$ cat src/rtl/codificador_prioridade_seq.sv
// Sequential N-to-W priority encoder with valid/ack output handshake.
// Request lines are latched into a pending register; the highest set
// pending bit is emitted as a binary code and cleared on the same edge.
//
// state | meaning
// ------+---------------------------------------------------------
// IDLE  | no code presented (valid=0); loads as soon as pend != 0
// HOLD  | code on a is valid; held until ack, then next code or IDLE
module codificador_prioridade_seq #(
  parameter int N = 8,
  parameter int W = 3
) (
  input  logic         clk,
  input  logic         rst_n,
  input  logic         en,
  input  logic [N-1:0] d,
  input  logic         ack,
  output logic [W-1:0] a,
  output logic         valid,
  output logic [N-1:0] pend,
  output logic         ovf
);

  typedef enum logic {
    IDLE = 1'b0,
    HOLD = 1'b1
  } state_t;

  state_t       state;
  state_t       state_next;
  logic         load;
  logic [W-1:0] idx;
  logic [N-1:0] clr;
  logic [N-1:0] req;
  logic [N-1:0] pend_next;
  logic         merge;

  // Index of the highest set pending bit; later (higher) bits override.
  always_comb begin
    idx = '0;
    for (int i = 0; i < N; i++) begin
      if (pend[i]) idx = W'(i);
    end
  end

  // Next state and load decision; loads only ever look at registered pend.
  always_comb begin
    state_next = state;
    load       = 1'b0;
    case (state)
      IDLE: begin
        if (pend != '0) begin
          load       = 1'b1;
          state_next = HOLD;
        end
      end
      HOLD: begin
        if (ack) begin
          if (pend != '0) begin
            load = 1'b1;
          end else begin
            state_next = IDLE;
          end
        end
      end
      default: state_next = IDLE;
    endcase
  end

  // Pending update: clear the loaded bit, then OR in new requests so a
  // same-edge request on the cleared bit survives as a fresh request.
  always_comb begin
    clr = '0;
    if (load) clr[idx] = 1'b1;
    req       = en ? d : '0;
    pend_next = (pend & ~clr) | req;
    merge     = |(req & pend & ~clr);
  end

  // State register.
  always_ff @(posedge clk or negedge rst_n) begin
    if (!rst_n) begin
      state <= IDLE;
    end else begin
      state <= state_next;
    end
  end

  // Datapath registers: output code, pending set, sticky overflow.
  always_ff @(posedge clk or negedge rst_n) begin
    if (!rst_n) begin
      a    <= '0;
      pend <= '0;
      ovf  <= 1'b0;
    end else begin
      if (load) a <= idx;
      pend <= pend_next;
      if (merge) ovf <= 1'b1;
    end
  end

  assign valid = (state == HOLD);

endmodule

$ cat config.mk
export PLATFORM = sky130hd
export DESIGN_NAME = codificador_prioridade_seq
export DESIGN_NICKNAME = d
export VERILOG_FILES = /design/src/rtl/codificador_prioridade_seq.sv
export SDC_FILE = /design/constraint.sdc
export NUM_CORES = 1
export LEC_CHECK = 0
export CORE_MARGIN = 2
export CORE_UTILIZATION = 42
export DETAILED_ROUTE_END_ITERATION = 6
export PLACE_DENSITY_LB_ADDON = 0.05
export SKIP_CTS_REPAIR_TIMING = 1
export SYNTH_ARGS = -nofsm -noshare
export SYNTH_HDL_FRONTEND = slang
export SYNTH_SLANG_ARGS = --single-unit
$ cat constraint.sdc
create_clock -name clk -period 1.71 [get_ports clk]
set_clock_uncertainty 0.15 [all_clocks]
set_input_delay 0.342 -clock clk [delete_from_list [all_inputs] [get_ports clk]]
set_output_delay 0.342 -clock clk [all_outputs]
set_load 0.01 [all_outputs]
==> impl_metrics.csv <==
group,metric,value,unit
power,power.share.combinational,28.8,%
logic_synthesis,ys_seq_area_share,48.42,%
worst_setup_path,ff2ff_setup_slack,0.05,ns
placed_design,finalWeightedCongestion,0.8255,
global_route,grt_max_degree,14,
logic_synthesis,synth_most_common_cell,"dfrtp_1",
logic_synthesis,synth_area,671.9,µm²
power,pwr-share-seq,45.5,%
floorplanning,rows,14,
finish,nets,128,
worst_setup_path,crit_required,1.22,ns
logic_synthesis,ys_seq_elements,13,
power,power.share.clock,25.7,%
worst_setup_path,crit_slowest_cell,"clkdlybuf4s50_1",
timing,hold_slack,0.2150,ns
power,power.density,688.4,mW/mm²
routing,vias_per_cell,5.626,
logic_synthesis,synth_cell_types,26,
clock_network,cts_sinks,13,
global_route,top_usage_layer,"met2",
global_route,grt.met3_usage,4.167,%
global_route,antenna_found_initial,0,
worst_setup_path,crit_family,"buffers and inverters",
power,p_sw_share,29.04,%
timing,finalMaxSlewViolations,0,
logic_synthesis,synthFlopType,"dfrtp_1",
timing,setup_violations,0,
clock_network,htreeDepth,1,
worst_setup_path,cp.arrival,1.17,ns
timing,fin_crit_sh,97.24,%
placed_design,port_buffers,24,
power,total_power,0.0007717,W
routing,ant_nets,0,
worst_setup_path,cp.buffers_inverters,1,
worst_setup_path,critPathCaptureType,"primary output",
placed_design,place_inst,120,
global_route,grt.total_usage,20.12,%
worst_setup_path,critPathKind,"flip-flop to primary output",
placed_design,dp_hpwl,1.367,mm
timing,finalCriticalPeriod,1.663,ns
finish,fillers,120,
clock_network,cts_tree,"built",
timing,final.setup.tns,0,ns
placed_design,post-place-ws,-0.2285,ns
clock_network,clk_pin_slew,0.08,ns
finish,final_cells,131,
floorplanning,start_util,44.60,%
global_route,grt.met1_usage,25.85,%
run,drv_cap,0,
global_route,grt_pass1_vias,679,
power,p_int,0.0005476,W
worst_setup_path,slowest_delay,0.54,ns
clock_network,cts_root_buf,"clkbuf_4",
floorplanning,dieArea,0.001936,mm²
timing,worst_slew_pin_slew,0.3630,ns
logic_synthesis,synth-edff-count,0,
routing,wl_per_cell,13.80,µm
floorplanning,coreArea,0.001506,mm²
worst_setup_path,crit_chain,"clkdlybuf4s50_1",
clock_network,clockBufferDepth,2,
global_route,grt-ovfl-total,0,
logic_synthesis,synth_area_leaders,"dfrtp_1 (48%), nand2_1 (6.7%), o21ai_0 (5.2%)",
power,p_leak,0.4637,nW
status,status,"finished, final reports clean",
finish,multi_input_area,329.1,µm²
timing,rsz0062_at_grt,"yes",
clock_network,clock_latency,0.28,ns
global_route,grtUsageMet2,33.24,%
routing,drc,0,
finish,area_growth,66.85,%
worst_setup_path,cp_max_fo,2,
timing,fmax,601.4,MHz
logic_synthesis,synthesis.instances,73,
logic_synthesis,avgSynthCellArea,9.204,µm²
timing,relSlewSlack,75.58,%
routing,dr.pass1.iters,4,
floorplanning,die_w,44.00,µm
global_route,grt_pass1_wl,2.829,mm
finish,seqCellArea,330.3,µm²
floorplanning,io_pins,25,
timing,hold_violations,0,
logic_synthesis,async_flop_share,100.0,%
logic_synthesis,ys_top_cells_by_count,"dfrtp_1 (13), nand2_1 (12), o21ai_0 (7)",
min_path,hold_path.class,"input pin to async pin",
worst_setup_path,critPathLaunchType,"flip-flop",
power,ir_drop,535.1,µV
routing,drtIter0Drc,12,
clock_network,cts_buffers,3,
finish,layout-drive-gt1-share,26.96,%
logic_synthesis,synth_warnings,0,
finish,diodes,0,
routing,routed_wl,1.808,mm
timing,finalWorstSetupSlack,0.04713,ns
power,p_sw,0.0002241,W
logic_synthesis,yosysTopAreaCell,"dfrtp_1",
logic_synthesis,synth_fp_nets,85,
routing,vias,737,
floorplanning,die_y,44.00,µm
logic_synthesis,synth_top_area_share,48.42,%
through the flow:
| step | instance area (µm²) | utilization, % |
|---|---|---|
| 6_report | 1121 | 74.42 |
| 5_1_grt | 1121 | 74.42 |
| 4_1_cts | 1020 | 67.69 |
| 3_5_place_dp | 993.5 | 65.95 |
| 3_3_place_gp | 993.5 | 65.95 |
| 2_1_floorplan | 671.9 | - |
layer usage:
metal,routed length [µm],share of wire [%],vias to the layer above
met5,0,0,-
met4,20,1.1,0
met3,103,5.7,3
met2,916,51,25
met1,768,42,355
li1,-,-,354
registers in the layout, summed over array words and instances (netlist names):
| name | cells |
|---|---|
| ovf | 1 |
| pend | 8 |
| valid | 1 |
| a | 3 |
cell type report:
class | instances | share of cell area (%)
Clock buffer | 4 | 2.344
Inverter | 4 | 1.339
Multi-Input combinational cell | 53 | 29.35
Sequential cell | 13 | 29.46
Tap cell | 16 | 1.786
Timing Repair Buffer | 41 | 35.71
final timing paths:
| path | startpoint | endpoint | cells past startpoint |
|---|---|---|---|
| min | rst_n | a[0] | 2 |
| min in group clk | a[1] | a[1] | 1 |
| max | ovf | ovf | 1 |
| max reg2reg | pend[1] | a[1] | 5 |
| min reg2reg | a[1] | a[1] | 1 |
| max in group asynchronous | rst_n | pend[3] | 2 |
cells by family after synthesis:
family	share of synthesized area [%]
AOI/OAI and AO/OA	24.21
and+or+nand+nor	23.09
buffers and inverters	4.280
DFF	48.42
power groups by stage:
stage          logic (W)  registers [W]  clock network, W
2_1_floorplan  0.0000656       0.000370                 0
3_3_place_gp    0.000186       0.000364                 0
3_5_place_dp    0.000188       0.000364                 0
4_1_cts         0.000189       0.000358          0.000200
5_1_grt         0.000241       0.000355          0.000216
6_report        0.000222       0.000351          0.000198
placed cells by master (no fill, tap or decap):
master           instances
inv_1                    4
dfrtp_2                  4
buf_4                   16
nand2b_1                 1
a21oi_1                  4
a22o_1                   1
nor4_4                   1
nand3_1                  4
a21o_1                   1
dfrtp_1                  9
nor4_1                   2
o2111ai_2                1
and2_2                   1
a32oi_1                  1
a22o_2                   1
o2111ai_1                2
a41o_1                   1
nor2b_1                  1
nand2b_2                 1
dlymetal6s2s_1           8
nand2_1                 12
clkbuf_1                 1
clkbuf_4                 3
buf_12                   1
clkdlybuf4s50_1         16
o32a_1                   1
a31oi_1                  3
nor2_1                   3
nor3_1                   1
nand3_2                  1
o21ai_0                  7
o21bai_1                 1
nor2_2                   1
Note: power is estimated with default switching activity, not from simulation.
